==> config.mk <==
export PLATFORM = sky130hd
export DESIGN_NAME = dram_block_port
export DESIGN_NICKNAME = d
export VERILOG_FILES = /design/src/rtl/dram_block_port.sv
export SDC_FILE = /design/constraint.sdc
export NUM_CORES = 2
export LEC_CHECK = 0
export BUFFER_PORTS_ARGS = -buffer_cell sky130_fd_sc_hd__buf_2
export CAP_MARGIN = 5
export CELL_PAD_IN_SITES_DETAIL_PLACEMENT = 1
export CELL_PAD_IN_SITES_GLOBAL_PLACEMENT = 1
export CORE_AREA = 2 2 532 534
export CTS_CLUSTER_DIAMETER = 40
export DETAILED_ROUTE_END_ITERATION = 10
export DIE_AREA = 0 0 534 536
export PLACE_DENSITY_LB_ADDON = 0.1
export SYNTH_ARGS = -nofsm -noshare
export SYNTH_HDL_FRONTEND = slang
export SYNTH_SLANG_ARGS = --single-unit
==> constraint.sdc <==
create_clock -name clk -period 2.9 [get_ports clk]
set_clock_uncertainty 0.05 [all_clocks]
set_input_delay 0.58 -clock clk [delete_from_list [all_inputs] [get_ports clk]]
set_output_delay 0.58 -clock clk [all_outputs]
set_load 0.02 [all_outputs]
==> src/rtl/dram_block_port.sv <==
// Block-level front end to the subblock-streaming DRAM: serialises write blocks into beats and
// reassembles read beats. Define DRAM_PORT_CHECK_EN to add the err_sticky protocol checker.
module dram_block_port #(
   parameter int unsigned ADDR_BITS  = 32,
   parameter int unsigned BLOCK_BITS = 512,
   parameter int unsigned SUBBLOCKS  = 4,
   parameter int unsigned SUB_LOG2   = 2
) (
   input  logic                             clk,
   input  logic                             reset,
   input  logic                             req_valid,
   output logic                             req_ready,
   input  logic                             req_we,
   input  logic [ADDR_BITS-1:0]             req_addr,
   input  logic [BLOCK_BITS-1:0]            req_wdata,
   output logic                             resp_valid,
   input  logic                             resp_ready,
   output logic [BLOCK_BITS-1:0]            resp_rdata,
   output logic                             wr_ack,
   output logic [ADDR_BITS-1:0]             mem_addr,
   output logic                             mem_en,
   output logic                             mem_we,
   output logic [SUB_LOG2-1:0]              mem_dinDstrobe,
   output logic [BLOCK_BITS/SUBBLOCKS-1:0]  mem_din,
   input  logic [SUB_LOG2-1:0]              mem_doutDstrobe,
   input  logic [BLOCK_BITS/SUBBLOCKS-1:0]  mem_dout,
   input  logic                             mem_dready,
   input  logic                             mem_accR,
   input  logic                             mem_accW
`ifdef DRAM_PORT_CHECK_EN
   ,
   output logic                             err_sticky
`endif
);

   localparam int unsigned W   = BLOCK_BITS / SUBBLOCKS;
   localparam int unsigned OFS = $clog2(BLOCK_BITS / 8);
   localparam logic [SUB_LOG2-1:0] LAST = SUB_LOG2'(SUBBLOCKS - 1);

   typedef enum logic [2:0] {
      StIdle, StWrWait, StWrBurst, StRdWait, StRdCollect, StRdResp
   } state_t;

   state_t                state;
   logic [SUB_LOG2-1:0]   beat;
   logic [SUB_LOG2-1:0]   beat_nxt;
   logic [BLOCK_BITS-1:0] wr_block;
   logic [ADDR_BITS-1:0]  aligned;

   always_comb begin
      aligned          = req_addr;
      aligned[OFS-1:0] = '0;
      beat_nxt         = beat + 1'b1;
   end

   always_ff @(posedge clk) begin
      if (reset) begin
         state          <= StIdle;
         beat           <= '0;
         wr_block       <= '0;
         req_ready      <= 1'b1;
         resp_valid     <= 1'b0;
         resp_rdata     <= '0;
         wr_ack         <= 1'b0;
         mem_addr       <= '0;
         mem_en         <= 1'b0;
         mem_we         <= 1'b0;
         mem_dinDstrobe <= '0;
         mem_din        <= '0;
      end else begin
         wr_ack <= 1'b0;
         mem_en <= 1'b0;
         unique case (state)
            StIdle: begin
               if (req_valid) begin
                  mem_addr  <= aligned;
                  wr_block  <= req_wdata;
                  req_ready <= 1'b0;
                  state     <= req_we ? StWrWait : StRdWait;
               end
            end
            StWrWait: begin
               if (mem_accW) begin
                  state          <= StWrBurst;
                  beat           <= '0;
                  mem_we         <= 1'b1;
                  mem_dinDstrobe <= '0;
                  mem_din        <= wr_block[W-1:0];
               end
            end
            // beat is the index currently on mem_din; advance it every cycle without gaps
            StWrBurst: begin
               if (beat == LAST) begin
                  mem_we    <= 1'b0;
                  wr_ack    <= 1'b1;
                  req_ready <= 1'b1;
                  beat      <= '0;
                  state     <= StIdle;
               end else begin
                  beat           <= beat_nxt;
                  mem_dinDstrobe <= beat_nxt;
                  mem_din        <= wr_block[beat_nxt*W +: W];
               end
            end
            StRdWait: begin
               if (mem_accR) begin
                  mem_en <= 1'b1;
                  beat   <= '0;
                  state  <= StRdCollect;
               end
            end
            // beat counts captured beats here so the checker can verify strobe order
            StRdCollect: begin
               if (mem_dready) begin
                  resp_rdata[mem_doutDstrobe*W +: W] <= mem_dout;
                  beat <= beat_nxt;
                  if (mem_doutDstrobe == LAST) begin
                     resp_valid <= 1'b1;
                     state      <= StRdResp;
                  end
               end
            end
            StRdResp: begin
               if (resp_ready) begin
                  resp_valid <= 1'b0;
                  req_ready  <= 1'b1;
                  beat       <= '0;
                  state      <= StIdle;
               end
            end
            default: state <= StIdle;
         endcase
      end
   end

`ifdef DRAM_PORT_CHECK_EN
   logic chk_stray;
   logic chk_order;
   logic chk_accw;

   always_comb begin
      chk_stray = mem_dready && (state != StRdCollect);
      chk_order = mem_dready && (state == StRdCollect) && (mem_doutDstrobe != beat);
      chk_accw  = (state == StWrBurst) && !mem_accW;
   end

   always_ff @(posedge clk) begin
      if (reset) begin
         err_sticky <= 1'b0;
      end else if (!err_sticky && (chk_stray || chk_order || chk_accw)) begin
         err_sticky <= 1'b1;
`ifndef SYNTHESIS
         $display("%m: protocol check tripped at %0t (stray=%0b order=%0b accw=%0b)",
                  $time, chk_stray, chk_order, chk_accw);
`endif
      end
   end
`endif

endmodule

==> results.md <==
* Run status: completed
* Fraction of power spent switching nets at 0.344
* Number of buffers inserted during clock tree synthesis at 316
* Crit path buf inv count at 2
* Actual slew at the worst max-slew pin at 964 ps
* Min-Delay Startpoint: mem_dout[77]
* Unrepaired setup endpoints after global routing: false
* RD Place Congestion at 0.788
* Delay contributed by the slowest stage of the critical path at 500 ps
* Kind of end point of the critical path: flip-flop
* Crit start category: flip-flop
* Ordered list of cells on the worst path: buf_4 > nand2b_4 > buf_12 > o211ai_1 > a211oi_1
* Standard cell with the maximum stage delay on the critical path: buf_4
* Critical-path maximum fanout at 51
* Floorplan die width at 534 µm
* Most area-hungry cell type in the Yosys netlist: dfxtp_1
* Commonest non-fill, non-tap cells in the layout: nand2_1 (1577), buf_2 (1347), a21oi_1 (1297)
* Fraction of power consumed by combinational cells at 0.242
* Post-detailed-routing wire length at 283000 µm
* CTS tree: yes
* Yosys cell types at 46
* Count of state elements after synthesis at 1190
* Sequential area share after synthesis at 0.527
* Flop-to-flop setup slack at 430 ps
* Power density of the placed cells at 1000 mW/mm²
* Slew headroom at 0.357
* Total congestion overflow at 0
* End-of-flow core utilization at 0.265
* Number of max-cap violations at 0
* Final hold viol count at 0
* Internal portion of total power at 49.0 mW
* WHS at 65.2 ps
* Initial antenna violation count at 80
* Via count of the first global-routing pass at 51.6k
* Path class of the lowest-slack min-delay path: in -> reg
* Root Buffer Master: clkbuf_16
* Levels on crit path at 5
* CP delay by family, top: buffers and inverters
* Minimum clock period after layout at 2470 ps
* Initial standard-cell utilization of the core at 0.161
* Detailed Route Iter0 Violations at 2134
* Core Area at 0.281 mm²
* GRT Overall Usage at 0.190
* Placed insts at 10.6k
* Required @ worst endpoint at 3610 ps
* Switching power summed over all nets at 25.7 mW
* Worst reg2reg path endpoint: mem_din[63]
* Detail Route Antenna Nets at 0
* Mean routed wirelength per cell at 23.9 µm
* Vertical die dimension at 536 µm
* End of the worst hold path: resp_rdata[205]
* CP Class: reg -> reg
* Ys Warns at 0
* Total via count after detailed routing at 50.0k
* Synth-to-layout area growth at 65.0%
* Arr. time, crit path at 3180 ps
* Setup TNS at 0 ps
* Layout Cells excl Fill at 11.8k
* Initial DRT Pass Iterations at 5
* Reg clk slew, reported paths at 40 ps
* IO Port Bufs at 1348
* Pin count of the biggest net entering global routing at 129
* Worst IR drop on VDD at 0.000471 V
* Max H-tree Level at 5
* CTS max path bufs at 4
* Leakage power total at 29.7 nW
* Period utilization at 0.852
* Peak clock frequency supported by timing at 405 MHz
* Share of power burned in the clock network at 0.487
* Ratio of cells with drive above 1 in the final layout at 0.258
* Reg2Reg Launch Point: beat[0]
* Post-Syn Instances at 5837
* Reg power frac at 0.271
* Die area at 0.286 mm²
* Worst R2R Path Depth at 5
* Netlist area before placement at 0.0452 mm²
* Placement row count at 195
* Dominant cells by area after synthesis: dfxtp_1 (53%), a21oi_1 (14%), nand2_1 (13%)
* Number of cells on the worst hold path at 3
* Dpl hpwl at 201000 µm
* Number of setup violations in the final report at 0
* Average instance area after synthesis at 7.74 µm²
* Fill count at 33.1k
* Post-CTS Setup Bufs at 0
* Detailed-route DRC error count at 0
* Sink Count at 1190
* Clock latency on the worst-skew pair at 870 ps
* Area fraction of the dominant cell type after synthesis at 0.527
* Most common cell after layout, fill and taps aside: nand2_1
* Post-layout net count at 8494
* Wire length of the first global-routing pass at 396000 µm
* Number of vias per cell after detailed routing at 4.22
* Max-slew violation count at 0
* Number of primary I/O pins at 1361
==> kinds of logic after synthesis <==
| group | share of synthesized area |
|---|---|
| compound gates | 0.194 |
| mux | 0.00114 |
| other cells | 0.0000830 |
| flops | 0.527 |
| buf+inv | 0.0608 |
| simple gates | 0.214 |
| xor+xnor | 0.000194 |
| fa+ha+maj | 0.00194 |
==> per-layer routing <==
metal / share of wire / routed length, µm / track usage
met5: 0.00066 / 186 / 0
met4: 0.034 / 9570 / 0.0623
met3: 0.060 / 17100 / 0.0500
met2: 0.48 / 137000 / 0.325
met1: 0.42 / 119000 / 0.228
==> worst max path at each step <==
| stage | endpoint | slack (ps) | start |
|---|---|---|---|
| global placement | resp_rdata[500] | 300 | mem_doutDstrobe[0] |
| finish | mem_din[63] | 430 | beat[0] |
| CTS | wr_block[80] | 360 | state[0] |
| global route | resp_rdata[152] | 310 | state[0] |
| detailed placement | resp_rdata[500] | 270 | mem_doutDstrobe[0] |
| floorplan | resp_rdata[427] | 580 | mem_doutDstrobe[0] |
==> power groups by stage <==
stage	logic (mW)	clock network (mW)	registers (mW)
floorplan	8.70	0	21.2
detailed placement	17.9	0	20.5
finish	18.0	36.4	20.3
global placement	17.7	0	20.5
global route	20.0	38.3	20.6
CTS	18.7	37.3	20.3
==> cell usage after synthesis (all sizes together) <==
library cell / instances
clkbuf: 320
a221o: 1
o2111ai: 1
dfxtp: 1190
o31ai: 1
or4: 3
or3b: 2
and4bb: 1
nor2: 272
o21ai: 5
nand2b: 3
inv: 134
o211ai: 127
nor2b: 2
a21oi: 1299
and3: 1
conb: 1
mux2i: 4
buf: 207
nor4b: 2
a211oi: 129
nor3: 4
a31oi: 1
nor3b: 4
xnor2: 1
mux2: 1
nand3: 501
a32oi: 1
nor4: 1
a22oi: 16
and2: 6
o21ba: 1
a21o: 2
ha: 7
nand3b: 2
a2bb2oi: 1
and4b: 1
a311oi: 1
nand2: 1581
==> tightest hold or removal path, stage by stage <==
cell and delay (ps):
buf_2 190, nand3_1 100, a21oi_1 60
==> stage by stage <==
step / worst slack [ps] / power, mW / instance area (µm²)
final: 429 / 74.7 / 74500
after global placement: 302 / 38.3 / 56800
after floorplan: 578 / 29.9 / 45200
after detailed placement: 266 / 38.4 / 56800
after CTS: 355 / 76.4 / 74400
after global routing: 310 / 78.8 / 74500
==> layout make-up <==
| type | count | area, µm² | share of cell area |
|---|---|---|---|
| Sequential cell | 1190 | 23800 | 0.320 |
| Antenna cell | 41 | 103 | 0.00138 |
| Clock buffer | 435 | 9010 | 0.121 |
| Inverter | 134 | 503 | 0.00675 |
| Timing Repair Buffer | 2172 | 15600 | 0.210 |
| Tap cell | 3743 | 4680 | 0.0628 |
| Clock inverter | 138 | 2030 | 0.0272 |
| Multi-Input combinational cell | 3991 | 18800 | 0.252 |
==> what timing repair did <==
action                                 in CTS  in global routing
resized for setup                           0                  0
endpoints found under the hold margin    1005                  0
hold buffers                              660                  0
==> state kept, by name, summed over array words and instances (netlist names) <==
name / count
wr_block: 512
wr_ack: 1
resp_rdata: 512
state: 3
mem_dinDstrobe: 2
mem_we: 1
mem_en: 1
resp_valid: 1
beat: 2
mem_addr: 26
mem_din: 128
req_ready: 1
Power figures use the tool's default switching activity.
